==> src/rtl/sqrt_arb_pkg.sv <==
// Shared types and default sizing for the sqrt arbiter.
// Optional watchdog: SQRT_ARB_TIMEOUT_EN.
package sqrt_arb_pkg;

   typedef enum logic [2:0] {
      S_IDLE,
      S_GO,
      S_CLEAR,
      S_WAIT,
      S_RESP
   } arb_state_e;

   localparam int N_DEF       = 4;
   localparam int W_DEF       = 8;
   localparam int TIMEOUT_DEF = 64;

endpackage

==> src/rtl/sqrt_arbiter_rr_pick.sv <==
// Round-robin picker: first set request at or after ptr, wrapping.
// Purely combinational.
module rr_pick #(
   parameter int N  = 4,
   parameter int PW = $clog2(N)
) (
   input  logic [N-1:0]  req,
   input  logic [PW-1:0] ptr,
   output logic          vld,
   output logic [PW-1:0] gidx
);

   int            idx;
   logic [PW-1:0] sel;

   // Scan from farthest to nearest so the nearest hit wins.
   always_comb begin
      vld  = 1'b0;
      gidx = '0;
      idx  = 0;
      sel  = '0;
      for (int k = N - 1; k >= 0; k--) begin
         idx = int'(ptr) + k;
         if (idx >= N) idx = idx - N;
         sel = PW'(idx);
         if (req[sel]) begin
            vld  = 1'b1;
            gidx = sel;
         end
      end
   end

endmodule

==> src/rtl/sqrt_arbiter.sv <==
// Round-robin arbiter sharing one go/done square-root unit among N requesters.
// Define SQRT_ARB_TIMEOUT_EN to add the CLEAR/WAIT watchdog and err output.
module sqrt_arbiter
   import sqrt_arb_pkg::*;
#(
   parameter int N       = N_DEF,
   parameter int W       = W_DEF,
   parameter int RW      = W / 2,
   parameter int TIMEOUT = TIMEOUT_DEF
) (
   input  logic           clk,
   input  logic           clr,
   input  logic [N-1:0]   req,
   input  logic [N*W-1:0] opnd,
   output logic [N-1:0]   ack,
   output logic [RW-1:0]  res,
   output logic           err,
   output logic           busy,
   output logic           go,
   output logic [W-1:0]   sw,
   input  logic           done,
   input  logic [RW-1:0]  root
);

   localparam int PW = $clog2(N);

   if (N < 2 || N > 8 || W < 2 || TIMEOUT < 2) begin : g_bad_cfg
      $error("sqrt_arbiter: unsupported parameter set");
   end

   arb_state_e    state_q, state_d;
   logic [PW-1:0] ptr_q, ptr_d;
   logic [PW-1:0] gidx_q, gidx_d;
   logic [W-1:0]  sw_q, sw_d;
   logic [RW-1:0] res_q, res_d;

   logic          pick_vld;
   logic [PW-1:0] pick_idx;

   rr_pick #(
      .N  (N),
      .PW (PW)
   ) u_pick (
      .req  (req),
      .ptr  (ptr_q),
      .vld  (pick_vld),
      .gidx (pick_idx)
   );

`ifdef SQRT_ARB_TIMEOUT_EN
   localparam int CW = $clog2(TIMEOUT) + 1;

   logic [CW-1:0] cnt_q, cnt_d;
   logic          err_q, err_d;
   logic          tmo;

   // Fires on the cycle the count would reach TIMEOUT-1.
   assign tmo = (state_q == S_CLEAR || state_q == S_WAIT) &&
                (cnt_q + 1'b1 == CW'(TIMEOUT - 1));
   assign err = err_q;
`else
   assign err = 1'b0;
`endif

   always_comb begin
      state_d = state_q;
      ptr_d   = ptr_q;
      gidx_d  = gidx_q;
      sw_d    = sw_q;
      res_d   = res_q;
`ifdef SQRT_ARB_TIMEOUT_EN
      cnt_d   = cnt_q;
      err_d   = err_q;
`endif
      unique case (state_q)
         S_IDLE: begin
            if (pick_vld) begin
               gidx_d  = pick_idx;
               sw_d    = opnd[pick_idx*W +: W];
               state_d = S_GO;
`ifdef SQRT_ARB_TIMEOUT_EN
               cnt_d   = '0;
`endif
            end
         end
         S_GO: state_d = S_CLEAR;
         S_CLEAR: begin
`ifdef SQRT_ARB_TIMEOUT_EN
            cnt_d = cnt_q + 1'b1;
`endif
            if (!done) state_d = S_WAIT;
         end
         S_WAIT: begin
`ifdef SQRT_ARB_TIMEOUT_EN
            cnt_d = cnt_q + 1'b1;
`endif
            if (done) begin
               res_d   = root;
               state_d = S_RESP;
            end
         end
         S_RESP: begin
            ptr_d   = (gidx_q == PW'(N - 1)) ? '0 : gidx_q + 1'b1;
            state_d = S_IDLE;
`ifdef SQRT_ARB_TIMEOUT_EN
            err_d   = 1'b0;
`endif
         end
         default: state_d = S_IDLE;
      endcase
`ifdef SQRT_ARB_TIMEOUT_EN
      // A real completion in WAIT beats a coincident timeout.
      if (tmo && !(state_q == S_WAIT && done)) begin
         res_d   = '0;
         err_d   = 1'b1;
         state_d = S_RESP;
      end
`endif
   end

   always_ff @(posedge clk or negedge clr) begin
      if (!clr) begin
         state_q <= S_IDLE;
         ptr_q   <= '0;
         gidx_q  <= '0;
         sw_q    <= '0;
         res_q   <= '0;
`ifdef SQRT_ARB_TIMEOUT_EN
         cnt_q   <= '0;
         err_q   <= 1'b0;
`endif
      end else begin
         state_q <= state_d;
         ptr_q   <= ptr_d;
         gidx_q  <= gidx_d;
         sw_q    <= sw_d;
         res_q   <= res_d;
`ifdef SQRT_ARB_TIMEOUT_EN
         cnt_q   <= cnt_d;
         err_q   <= err_d;
`endif
      end
   end

   always_comb begin
      ack = '0;
      if (state_q == S_RESP) ack[gidx_q] = 1'b1;
   end

   assign res  = res_q;
   assign sw   = sw_q;
   assign go   = (state_q == S_GO);
   assign busy = (state_q != S_IDLE);

endmodule

==> config.mk <==
export PLATFORM = sky130hd
export DESIGN_NAME = sqrt_arbiter
export DESIGN_NICKNAME = d
export VERILOG_FILES = /design/src/rtl/sqrt_arb_pkg.sv /design/src/rtl/sqrt_arbiter_rr_pick.sv /design/src/rtl/sqrt_arbiter.sv
export SDC_FILE = /design/constraint.sdc
export NUM_CORES = 1
export LEC_CHECK = 0
export CORE_ASPECT_RATIO = 0.6
export CORE_MARGIN = 10
export CORE_UTILIZATION = 42
export DETAILED_ROUTE_END_ITERATION = 12
export PLACE_DENSITY = 0.85
export SKIP_CTS_REPAIR_TIMING = 1
export SYNTH_ARGS = -nofsm -noshare
export SYNTH_HDL_FRONTEND = slang
export SYNTH_SLANG_ARGS = --single-unit
==> constraint.sdc <==
create_clock -name clk -period 2.74 [get_ports clk]
set_clock_uncertainty 0.05 [all_clocks]
set_input_delay 0.548 -clock clk [delete_from_list [all_inputs] [get_ports clk]]
set_output_delay 0.548 -clock clk [all_outputs]
set_load 0.01 [all_outputs]
==> impl_metrics.yaml, run 1 <==
run_status:
  status: "finished clean"
final_layout:
  seqCellArea_um2: 475.5
  multi_input_area_um2: 618.1
  area_growth_pct: 60.59
  nets: 242
  antenna_cells: 0
  fill_cells: 194
  drive_gt1_share_pct: 8.763
pwr:
  pwr-share-seq_pct: 33.1
  p_leak_uw: 0.0007744
  p_per_area_mw_per_mm2: 862.7
  ir_worst_vdd_uv: 543.7
  p_int_uw: 955.3
  switchingPower_uw: 641.2
  p_sw_share_pct: 40.16
  comb_power_share_pct: 54.1
  p_total_uw: 1597
  clockPowerShare_pct: 12.9
placement:
  dpl.hpwl_mm: 3.262
  place.port_buffers: 60
  place.gp.congestion: 0.8339
  pre_cts_ws_ns: 0.1285
setup_path:
  path_max_fanout: 17
  cp.required_ns: 2.81
  worstPathArrival_ns: 2.43
  cp-end-kind: "flop"
  path_class: "input pin to flop"
  cp-start-kind: "input pin"
yosys:
  yosys-mux-area-fraction_pct: 1.846
  yosys_warnings: 0
  synthAdderAreaFrac_pct: 4.343
  netlist_instances: 130
  synth_top_family_by_area: "compound AO/OA/AOI/OAI gates"
  synth_xor_xnor_area_share_pct: 0
  synth_seq_cells: 19
  synth_area_leader_cell: "dfrtp_1"
  synth-main-ff-cell: "dfrtp_1"
  ys_types: 34
  yosysTopAreaCellShare_pct: 41.26
  syn_area_mm2: 0.001152
  synth-simple-area-share_pct: 22.48
  synth-edff-count: 0
  synthTopCellsByArea: "dfrtp_1 41%, nand2_1 11%, a2111oi_0 5.3%"
  synth.most_common_cell: "nand2_1"
  synth_area_per_cell_um2: 8.864
  synth_compound_area_share_pct: 24.65
  yosysSeqAreaShare_pct: 41.26
  syn_nets: 177
  synthArstFlopShare_pct: 100.0
  synth_common_cells: "34 x nand2_1, 19 x dfrtp_1, 9 x nor2_1, 8 x a21boi_0"
grt:
  overflow: 0
  grt_pass1_wl_mm: 6.417
  grt_pass1_vias: 1309
  antenna_found_initial: 0
  grt_usage_pct: 15.25
  grt_max_degree: 20
timing:
  period_share_pct: 85.95
  setup-violations-final: 0
  finalMaxSlewViolations: 0
  slew_headroom_pct: 62.17
  timing.final.ws_setup_ns: 0.3849
  period_needed_ns: 2.355
  rsz0062_at_grt: "no"
  fin_setup_tns_ns: 0
  max_freq_ghz: 0.4246
  finalHoldViolCount: 0
  tightest_slew_ns: 0.5531
die:
  io_pins: 62
  die_y_um: 60.58
  start_util_pct: 45.06
  die-area_mm2: 0.005308
  dieWidth_um: 87.62
  core-area_mm2: 0.002557
  fp-row-count: 14
detailed_routing:
  first_iter_violations: 49
  vias_per_cell: 5.473
  drc_errors: 0
  first_pass_iters: 4
  wire_per_inst_um: 18.16
  routed_wl_mm: 4.104
  antenna_left: 0
  num_vias: 1237
clock_tree:
  clkTransAtPathRegs_ns: 0.08
  htreeDepth: 1
  cts_buffers: 3
  insertion_delay_ns: 0.26
  cts.sinks: 19
  cts_root_buf: "clkbuf_8"
  cts.path.max_buffers: 2
  cts_tree: "yes"
min_path:
  hp-class: "flop to flop"
job:
  max-cap-violations: 0
## layer usage
layer  vias to the layer above  wire [µm]  track usage [%]
met5                         -          0                0
met3                         4        482            6.283
met2                        69       1958            26.86
met4                         0         37            2.715
li1                        597          -                -
met1                       567       1625            17.32
## cell usage in the layout, fill, tap and decap left out, types with 2 or more instances in the layout
master / count
a2111oi_0: 7
a21boi_0: 8
a21oi_1: 3
a311oi_1: 7
and2_1: 2
and3_1: 5
buf_4: 7
clkbuf_8: 3
clkdlybuf4s50_1: 60
dfrtp_1: 19
ha_1: 4
inv_1: 4
nand2_1: 34
nor2_1: 9
nor3b_1: 2
o21ai_0: 2
## cell type report
class / count / share of cell area [%]
clock buffer: 3 / 2.231
clock inverter: 1 / 0.4057
inverter: 4 / 0.8114
multi-input combinational: 100 / 33.40
sequential: 19 / 25.69
tap: 32 / 2.164
timing repair buffer: 67 / 35.29
## flip-flops by register name (all words and copies together) (netlist names)
signal   flops
ptr_q        2
res          4
sw           8
gidx_q       2
state_q      3
## final timing paths
check / start / end / slack (ns) / cells past startpoint
worst min register to register: res[1] / res[1] / 0.43 / 2
worst min-delay path: res[1] / res[1] / 0.43 / 2
worst max-delay path: req[0] / sw[0] / 0.38 / 7
worst max register to register: state_q[0] / sw[0] / 0.58 / 6
max in group asynchronous: clr / sw[3] / 1.85 / 2
min in group asynchronous: clr / sw[6] / 0.57 / 2
## cell families (layout without fill, tap and decap cells)
| kind of cell | Yosys count | count (layout) |
|---|---|---|
| simple gates | 58 | 58 |
| other cells | 1 | 1 |
| flops | 19 | 19 |
| buf+inv | 11 | 75 |
| compound gates | 35 | 35 |
| mux | 2 | 2 |
| fa+ha+maj | 4 | 4 |
## critical path, cell delays in order
cell,delay [ns]
clkdlybuf4s50_1,0.56
nor3b_1,0.26
a21oi_2,0.07
and2_1,0.16
buf_4,0.19
a2111oi_0,0.57
a311oi_2,0.07
## power groups by stage
stage	Sequential, µW	Clock (µW)	Combinational [µW]
6_report	528	205	863
2_1_floorplan	542	0	422
3_5_place_dp	529	0	865
4_1_cts	526	211	868
5_1_grt	549	224	952
3_3_place_gp	515	0	829
## metrics by stage
step           cell area [µm²]  hold WS (ns)  std cells  util [%]
2_1_floorplan             1152        0.2024        130         -
3_3_place_gp              1802        0.4082        222     70.45
3_5_place_dp              1802        0.4216        222     70.45
4_1_cts                   1851        0.4433        226     72.36
5_1_grt                   1851        0.4742        226     72.36
6_report                  1851        0.4321        226     72.36
No activity file was read; power rests on OpenSTA's default activity.
==> run 2, diff against run 1 <==
CORE_ASPECT_RATIO = unset   (was 0.6)
==> run 2 against run 1 <==
Routed wire length shrank 9.4%. Sequential cell count is the same. Register-to-register slack gained 0.20 ns. Critical path depth fell by 4. Hold slack better by 0.0068 ns. Worst setup slack better by 0.044 ns. Total power shrank 5.0%. Sequential share of layout area up 0.37 points.
==> impl_metrics.yaml, run 2 (synthesis results as in run 1) <==
run_status:
  status: "finished clean"
timing:
  hold_ws_ns: 0.4389
  setup-violations-final: 0
  finalHoldViolCount: 0
  slew_headroom_pct: 41.15
  period_needed_ns: 2.311
  finalMaxSlewViolations: 0
  max_freq_ghz: 0.4327
  period_share_pct: 84.34
  rsz0062_at_grt: "no"
  fin_setup_tns_ns: 0
  tightest_slew_ns: 0.8799
grt:
  grt_pass1_wl_mm: 6.141
  antenna_found_initial: 0
  grt_usage_pct: 14.31
  overflow: 0
  grt_max_degree: 20
  grt_pass1_vias: 1302
placement:
  place.port_buffers: 60
  dpl-instance-area_mm2: 0.001797
  dpl.hpwl_mm: 2.999
  place.gp.congestion: 0.7974
clock_tree:
  cts_buffers: 3
  cts.sinks: 19
  clkTransAtPathRegs_ns: 0.12
  cts_tree: "yes"
  insertion_delay_ns: 0.30
  cts_root_buf: "clkbuf_4"
  htreeDepth: 1
  cts.path.max_buffers: 2
die:
  start_util_pct: 45.28
  die-area_mm2: 0.005239
  dieWidth_um: 72.38
  core-area_mm2: 0.002545
  die_y_um: 72.38
  fp-row-count: 18
  io_pins: 62
final_layout:
  area_growth_pct: 58.31
  largest_register_ffs: 8
  final_cell_mix: "60 x clkdlybuf4s50_1, 34 x nand2_1, 19 x dfrtp_1"
  final_util_pct: 71.68
  finalInstanceArea_mm2: 0.001824
  final_common_cell: "clkdlybuf4s50_1"
  drive_gt1_share_pct: 7.813
  nets: 240
  antenna_cells: 0
pwr:
  switchingPower_uw: 609.8
  pwr-share-seq_pct: 34.4
  ir_worst_vdd_uv: 587.8
  p_total_uw: 1517
  p_leak_uw: 0.0007653
  p_sw_share_pct: 40.20
  comb_power_share_pct: 56.0
  p_int_uw: 907.0
  clockPowerShare_pct: 9.7
  p_per_area_mw_per_mm2: 831.5
setup_path:
  path_max_fanout: 7
  worstPathArrival_ns: 1.71
  path_class: "flop to primary output"
  cp-end-kind: "primary output"
  cp-start-kind: "flop"
  cp.required_ns: 2.14
detailed_routing:
  first_iter_violations: 42
  wire_per_inst_um: 16.75
  routed_wl_mm: 3.719
  num_vias: 1239
  antenna_left: 0
  drc_errors: 0
  first_pass_iters: 4
  vias_per_cell: 5.581
min_path:
  hp-class: "flop to flop"
job:
  max-cap-violations: 0
[run 2: worst paths after layout]
kind,cells after the start,end,slack (ns),from
worst max-delay path,3,ack[1],0.43,state_q[0]
worst min-delay path,2,res[0],0.44,res[0]
worst max register to register,5,sw[0],0.78,state_q[0]
worst min register to register,2,res[0],0.44,res[0]
max in group asynchronous,1,sw[1],1.42,clr
min in group asynchronous,1,res[2],0.68,clr
[run 2: worst max-delay path: stages (launching register included)]
cell and delay, ns:
dfrtp_1 0.44, nor2_2 0.24, and3_1 0.19, clkdlybuf4s50_1 0.54
[run 2: power by group through the flow]
stage               clock, µW  combinational (µW)  sequential (µW)
floorplan                   0                 422              542
global placement            0                 830              517
detailed placement          0                 853              529
CTS                       149                 859              523
global route              157                 944              540
finish                    147                 849              521
[run 2: layer usage]
metal | track usage, % | share of wire (%)
met5 | 0 | 0
met4 | 3.797 | 0.83
met1 | 15.13 | 39
met2 | 24.59 | 48
met3 | 7.211 | 12
[run 2: per-stage QoR]
stage | worst slack [ns] | cells
finish | 0.4292 | 222
global route | 0.3341 | 222
CTS | 0.4226 | 222
detailed placement | 0.2724 | 218
global placement | 0.3062 | 218
floorplan | 0.8793 | 130
[run 2: layout make-up]
| type | instances | area, µm² |
|---|---|---|
| clock buffer | 3 | 22.52 |
| clock inverter | 1 | 5.005 |
| fill | 217 | 720.7 |
| inverter | 4 | 15.01 |
| multi-input combinational | 100 | 618.1 |
| sequential | 19 | 475.5 |
| tap | 30 | 37.54 |
| timing repair buffer | 65 | 650.6 |
